--- src/rtl/aes_result_signature.sv ---
// Compresses a run of AES ciphertext blocks into a 128-bit MISR signature,
// requesting each encryption and guarding every wait with a watchdog.
module aes_result_signature #(
  parameter logic [31:0]  BLOCK_COUNT = 32'd1024,
  parameter logic [127:0] POLY        = 128'h87,
  parameter logic [31:0]  TIMEOUT     = 32'd4096
) (
  input  logic         clk,
  input  logic         rst,
  input  logic         start_run,
  input  logic         finish,
  input  logic [127:0] data,
  output logic         next,
  output logic         busy,
  output logic         done,
  output logic [127:0] signature,
  output logic [31:0]  blocks,
  output logic         err_timeout,
  output logic         err_spurious
);

  typedef enum logic [1:0] {
    IDLE = 2'd0,
    ARM  = 2'd1,
    WAIT = 2'd2,
    DONE = 2'd3
  } state_t;

  state_t        state_r;
  logic          finish_q_r;
  logic          next_r;
  logic          busy_r;
  logic          done_r;
  logic [127:0]  sig_r;
  logic [31:0]   blocks_r;
  logic [31:0]   wd_r;
  logic          err_timeout_r;
  logic          err_spurious_r;

  logic          fin_edge_s;
  logic [127:0]  sig_next_s;
  logic [31:0]   blocks_inc_s;
  logic [31:0]   wd_inc_s;

  // One MISR step: shift left, fold the carried-out bit back through POLY, mix in data.
  function automatic logic [127:0] misr_step(input logic [127:0] sig, input logic [127:0] din);
    logic [127:0] fb;
    if (sig[127]) begin
      fb = POLY;
    end else begin
      fb = 128'd0;
    end
    return {sig[126:0], 1'b0} ^ fb ^ din;
  endfunction

  // Edge detect on finish and precompute the next-value candidates.
  always_comb begin
    fin_edge_s   = finish & ~finish_q_r;
    sig_next_s   = misr_step(sig_r, data);
    blocks_inc_s = blocks_r + 32'd1;
    wd_inc_s     = wd_r + 32'd1;
  end

  // Run control FSM with registered handshake and status outputs.
  always_ff @(posedge clk or negedge rst) begin
    if (!rst) begin
      state_r        <= IDLE;
      finish_q_r     <= 1'b0;
      next_r         <= 1'b0;
      busy_r         <= 1'b0;
      done_r         <= 1'b0;
      sig_r          <= 128'd0;
      blocks_r       <= 32'd0;
      wd_r           <= 32'd0;
      err_timeout_r  <= 1'b0;
      err_spurious_r <= 1'b0;
    end else begin
      finish_q_r <= finish;
      if (start_run) begin
        // start_run outranks a coincident finish edge: nothing is absorbed or flagged.
        state_r        <= ARM;
        next_r         <= 1'b1;
        busy_r         <= 1'b1;
        done_r         <= 1'b0;
        sig_r          <= 128'd0;
        blocks_r       <= 32'd0;
        wd_r           <= 32'd0;
        err_timeout_r  <= 1'b0;
        err_spurious_r <= 1'b0;
      end else begin
        case (state_r)
          IDLE: begin
            next_r <= 1'b0;
            busy_r <= 1'b0;
            done_r <= 1'b0;
            if (fin_edge_s) begin
              err_spurious_r <= 1'b1;
            end else begin
              err_spurious_r <= err_spurious_r;
            end
          end
          ARM: begin
            state_r <= WAIT;
            next_r  <= 1'b0;
            busy_r  <= 1'b1;
            done_r  <= 1'b0;
            wd_r    <= 32'd0;
            if (fin_edge_s) begin
              err_spurious_r <= 1'b1;
            end else begin
              err_spurious_r <= err_spurious_r;
            end
          end
          WAIT: begin
            if (fin_edge_s) begin
              sig_r    <= sig_next_s;
              blocks_r <= blocks_inc_s;
              if (blocks_inc_s == BLOCK_COUNT) begin
                state_r <= DONE;
                next_r  <= 1'b0;
                busy_r  <= 1'b0;
                done_r  <= 1'b1;
              end else begin
                state_r <= ARM;
                next_r  <= 1'b1;
                busy_r  <= 1'b1;
                done_r  <= 1'b0;
              end
            end else if (wd_inc_s == TIMEOUT) begin
              wd_r          <= wd_inc_s;
              err_timeout_r <= 1'b1;
              state_r       <= DONE;
              next_r        <= 1'b0;
              busy_r        <= 1'b0;
              done_r        <= 1'b1;
            end else begin
              wd_r   <= wd_inc_s;
              next_r <= 1'b0;
              busy_r <= 1'b1;
              done_r <= 1'b0;
            end
          end
          DONE: begin
            next_r <= 1'b0;
            busy_r <= 1'b0;
            done_r <= 1'b1;
            if (fin_edge_s) begin
              err_spurious_r <= 1'b1;
            end else begin
              err_spurious_r <= err_spurious_r;
            end
          end
          default: begin
            state_r <= IDLE;
            next_r  <= 1'b0;
            busy_r  <= 1'b0;
            done_r  <= 1'b0;
          end
        endcase
      end
    end
  end

  assign next         = next_r;
  assign busy         = busy_r;
  assign done         = done_r;
  assign signature    = sig_r;
  assign blocks       = blocks_r;
  assign err_timeout  = err_timeout_r;
  assign err_spurious = err_spurious_r;

endmodule

--- config.mk ---
export PLATFORM = sky130hd
export DESIGN_NAME = aes_result_signature
export DESIGN_NICKNAME = d
export VERILOG_FILES = /design/src/rtl/aes_result_signature.sv
export SDC_FILE = /design/constraint.sdc
export NUM_CORES = 1
export LEC_CHECK = 0
export CORE_ASPECT_RATIO = 1.5
export CORE_MARGIN = 3
export CORE_UTILIZATION = 38
export CTS_CLUSTER_SIZE = 28
export DETAILED_ROUTE_END_ITERATION = 6
export PLACE_DENSITY = 0.66
export SETUP_SLACK_MARGIN = 0.1
export SLEW_MARGIN = 5
export SYNTH_ARGS = -nofsm -noshare
export SYNTH_HDL_FRONTEND = slang
export SYNTH_SLANG_ARGS = --single-unit
--- constraint.sdc ---
create_clock -name clk -period 4.5 [get_ports clk]
set_input_delay 1.35 -clock clk [delete_from_list [all_inputs] [get_ports clk]]
set_output_delay 1.35 -clock clk [all_outputs]
set_load 0.02 [all_outputs]
* Word level (Yosys, flattened, before mapping)
Index checks and enable logic that the tools add are counted.
Operators by class: equal/unequal tests 8, bitwise operators 4, reductions and logical operators 14, multiplexer cells 35, $add $sub $neg 2
Operator list (number):
- $mux 128 | 3
- $xor 128x128->128 | 2
- $mux 32 | 5
- $add 32x1->32 const B | 2
- $pmux 32 s2 | 1
- $eq 32x11->1 const B | 1
- $eq 32x13->1 const B | 1
- $mux 1 | 17
- $mux 2 | 4
- $mux 8 | 1
- $reduce_and 2->1 | 4
- $reduce_bool 2->1 | 4
- $pmux 1 s3 | 2
- $eq 2x2->1 const B | 2
- $ne 4x4->1 const B | 1
- $pmux 2 s2 | 1
- $reduce_or 2->1 | 2
- $ne 3x3->1 const B | 1
- $reduce_and 3->1 | 1
- $reduce_bool 3->1 | 1
- $reduce_or 3->1 | 1
- $eq 2x1->1 const B | 1
- $logic_not 2->1 | 1
- $ne 2x2->1 const B | 1
- 3 further kinds | 3
Word-level totals: output and inout bits 165, bits in registers 200

* Longest topological paths before layout
depth in word-level cells 6, mapped depth 11, mapped depth without buffers 9

* Worst setup path before layout
No wires, ideal clock.
path kind reg-to-reg, from register wd_r[0], to register busy_r (netlist: busy), slack 1.617 ns, clock period less this slack 2.883 ns, data arrival time 2.763 ns, cell stages (with the launch flop) 11, cells stage by stage dfrtp_1 ha_1 clkbuf_1 nand4_2 nor4_2 nand4_1 xor2_1 o2111ai_1 nor4_2 o211ai_1 and3_1
On the way: cells in the longest elaborated chain, start to end 6
Ends and longest elaborated chain:
- start, declared | line 36 | logic [31:0] wd_r;
- start signal, assigned | line 130 | wd_r <= wd_inc_s;
- start signal, assigned | line 137 | wd_r <= wd_inc_s;
- $add 32x1->32 | line 61 | wd_inc_s = wd_r + 32'd1;
- $eq 32x13->1 | line 129 | end else if (wd_inc_s == TIMEOUT) begin
- $mux 1 | line 129
- $mux 1 | line 115 | if (fin_edge_s) begin
- $pmux 1 s3 | line 91 | case (state_r)
- $mux 1 | line 79 | if (start_run) begin
- end signal, assigned | line 83 | busy_r <= 1'b1;
- end signal, assigned | line 94 | busy_r <= 1'b0;
- end signal, assigned | line 134 | busy_r <= 1'b0;
- end, declared | line 32 | logic busy_r;
Every way passes these cells. A chain may end at the register's enable or synchronous reset.

* Final worst setup path
Same ends and word-level chain as after synthesis.

==> impl_metrics.csv <==
group,metric,value,unit
status,outcome,"complete, no violations",
global_routing,grt_overflow,0,
worst_hold_path,holdCritPathClass,"reg -> reg",
clock_tree,cts_root_buf,"clkbuf_16",
route,vias,9445,
setup_path,critPathMaxFanout,10,
placement,placed_cells,1713,
sta,timing.fmax,302.9,MHz
finish,drive_gt1_frac,0.04646,
global_routing,antenna_found_initial,4,
clock_tree,tritoncts,"yes",
clock_tree,clkTransAtPathRegs,0.07,ns
sta,finalSetupViolations,0,
floorplan,start_util,0.3863,
floorplan,fp.dieH,212.8,um
yosys,ys_top_cells_by_area,"dfrtp_1 46%, xnor2_1 12%, a211oi_1 8.7%",
clock_tree,clock_path_buffers,2,
pwr,power_density,290.9,nW/um^2
sta,tightest_slew,0.9832,ns
yosys,yosysTopAreaCell,"dfrtp_1",
yosys,synth_edf_count,0,
yosys,synth_area,10840,um^2
pwr,p_leak,5.402,nW
clock_tree,htreeDepth,4,
floorplan,io_pins,297,
floorplan,die-area,30630,um^2
finish,final_util,0.5215,
setup_path,cp.arrival,3.64,ns
yosys,syn-mean-instance-area,9.442,um^2
yosys,yosysUniqueCellTypes,59,
floorplan,num_rows,75,
clock_tree,post_cts_buffers,0,
route,wl_met2,16.27,mm
floorplan,die_width,143.9,um
route,highest_layer,"met5",
yosys,yosysWarnings,0,
route,vias_per_cell,5.406,
sta,min_period,3.302,ns
setup_path,r2r_cells,9,
yosys,synth.top_cell.area_share,0.4617,
sta,fin_setup_tns,0,ns
route,wl_met1,13.19,mm
setup_path,required,4.84,ns
yosys,synthCells,1148,
finish,final_cell_mix,"294 x clkdlybuf4s50_1, 200 x dfrtp_1, 185 x nor2_1, 152 x xnor2_1, 126 x a211oi_1",
worst_hold_path,min_from,"err_spurious$_DFFE_PN0P_",
setup_path,crit_path_start_kind,"flop",
clock_tree,numCtsBuffers,17,
setup_path,critical_path_class,"reg -> reg",
yosys,synth-main-ff-cell,"dfrtp_1",
finish,fin_nets,1525,
yosys,mappedNetlistNets,1287,
yosys,synth-seq-cells,200,
sta,relSlewSlack,0.3445,
finish,layout_commonest_cell,"clkdlybuf4s50_1",
worst_hold_path,min_to,"err_spurious$_DFFE_PN0P_",
global_routing,grt_max_degree,115,
floorplan,core,28060,um^2
route,routed_wl,33.28,mm
setup_path,rr_endpoint,"busy$_DFF_PN0_",
run,max_cap_viol_count,0,
yosys,synthArstFlopShare,1.000,
worst_hold_path,hold_depth,2,
placement,place_congestion,0.8904,
global_routing,grt_pass1_wl,51.92,mm
route,dr.pass1.iters,5,
clock_tree,clock_latency,0.45,ns
clock_tree,cts_sinks,200,
setup_path,r2r_slack,1.20,ns
global_routing,grt_util_all_layers,0.2167,
finish,layoutNonFillerInstCount,1747,
setup_path,regToRegStartpoint,"wd_r[0]$_DFFE_PN0P_",
clock_tree,cts.hold.buffers_added,0,
pwr,ir_worst_vdd,0.0002854,V
yosys,yosysSeqAreaShare,0.4617,
sta,finalCritPeriodShare,0.7337,
sta,skew,0.007379,ns
sta,hold_viol,0,
global_routing,grt_pass1_vias,9284,
route,ant_nets,0,
finish,area_growth,35.00,%
setup_path,cp-end-kind,"flop",
placement,port_buffers,296,
route,wire_per_inst,19.05,um
route,drc,0,
clock_tree,post_cts_resized,0,
sta,slew_viol_final,0,
route,drt_iter0_drc,584,
placement,place_hpwl,24.41,mm
route,wl_met3,2.808,mm
sta,rsz0062_at_grt,"false",
-- routing by layer --
layer  up-vias  GRT usage
met3        49    0.08604
met1      4536     0.2594
met2       298     0.3537
met5         -          0
met4         4    0.07537
li1       4558          -
-- flip-flops by register name (all words and copies together), names as in the netlist --
name	cells
done	1
err_timeout	1
blocks	32
busy	1
wd_r	32
signature	128
next	1
state_r	2
err_spurious	1
finish_q_r	1
-- Yosys cell counts, types with 3 or more instances --
library cell,instances
dfrtp_1,200
nor2_1,185
xnor2_1,152
a211oi_1,126
clkbuf_1,76
o21ai_0,58
nand2_1,43
nand3_1,32
nand4_1,32
a21oi_1,24
xor2_1,22
nor3_1,19
nor4_1,17
and4_1,15
and2_1,12
and3_1,10
inv_1,10
or3_1,10
a31oi_1,9
o31ai_1,9
buf_2,8
ha_1,7
buf_1,6
nand2b_1,5
mux2_2,4
nor4_2,4
o31a_1,4
mux2i_1,3
nor3b_1,3
-- where the power goes --
| part | leakage (nW) | total [mW] | internal (mW) | switching, mW |
|---|---|---|---|---|
| sequential | 2.76 | 1.95 | 1.87 | 0.0808 |
| combinational | 2.35 | 0.742 | 0.365 | 0.377 |
| clock | 0.286 | 1.57 | 0.853 | 0.713 |
-- worst max path at each step --
| stage | startpoint | endpoint | slack (ns) | depth (start not counted) |
|---|---|---|---|---|
| 6_report | wd_r[0]$_DFFE_PN0P_ | busy$_DFF_PN0_ | 1.20 | 9 |
| 5_1_grt | wd_r[0]$_DFFE_PN0P_ | busy$_DFF_PN0_ | 0.88 | 9 |
| 4_1_cts | wd_r[0]$_DFFE_PN0P_ | busy$_DFF_PN0_ | 1.16 | 9 |
| 3_5_place_dp | finish | blocks[21]$_DFFE_PN0P_ | 0.99 | 7 |
| 3_3_place_gp | finish | blocks[21]$_DFFE_PN0P_ | 1.02 | 7 |
| 2_1_floorplan | wd_r[0]$_DFFE_PN0P_ | busy$_DFF_PN0_ | 1.62 | 10 |
-- worst max-delay path, cell delays in order, from the launching register on --
cell and delay [ns]:
dfrtp_1 0.50, ha_1 0.37, and4_1 0.37, nand4_1 0.23
o31a_1 0.30, a311oi_1 0.30, o2111ai_1 0.17, nor4_2 0.58
nand2_1 0.17, and3_1 0.19
-- logic make-up (layout without fill, tap and decap cells) --
group	count (synthesis)	after routing	share of synthesized area
flip-flops	200	200	0.4617
adder cells (fa/ha/maj)	7	7	0.008080
other	0	2	0
XOR/XNOR	174	174	0.1406
AND/OR/NAND/NOR	403	403	0.1857
AO/OA/AOI/OAI	255	255	0.1602
multiplexers	7	7	0.006926
buffers and inverters	102	353	0.03671
-- through the flow --
stage	cell area (um^2)	total power, mW	worst slack, ns	hold WS, ns
3_3_place_gp	14040	2.724	1.020	0.4873
2_1_floorplan	10840	2.338	1.617	0.4704
4_1_cts	14630	4.309	1.157	0.5149
5_1_grt	14630	4.428	0.8767	0.5613
3_5_place_dp	14040	2.732	0.9860	0.5006
6_report	14630	4.256	1.198	0.5033
-- area by class of cell --
type	count	area, um^2
Antenna cell	2	5.005
Clock buffer	22	464.2
Clock inverter	10	120.1
Fill cell	2543	13430
Inverter	10	37.54
Multi-Input combinational cell	846	5450
Sequential cell	200	5005
Tap cell	346	432.9
Timing Repair Buffer	311	3118
Power figures use the tool's default switching activity.
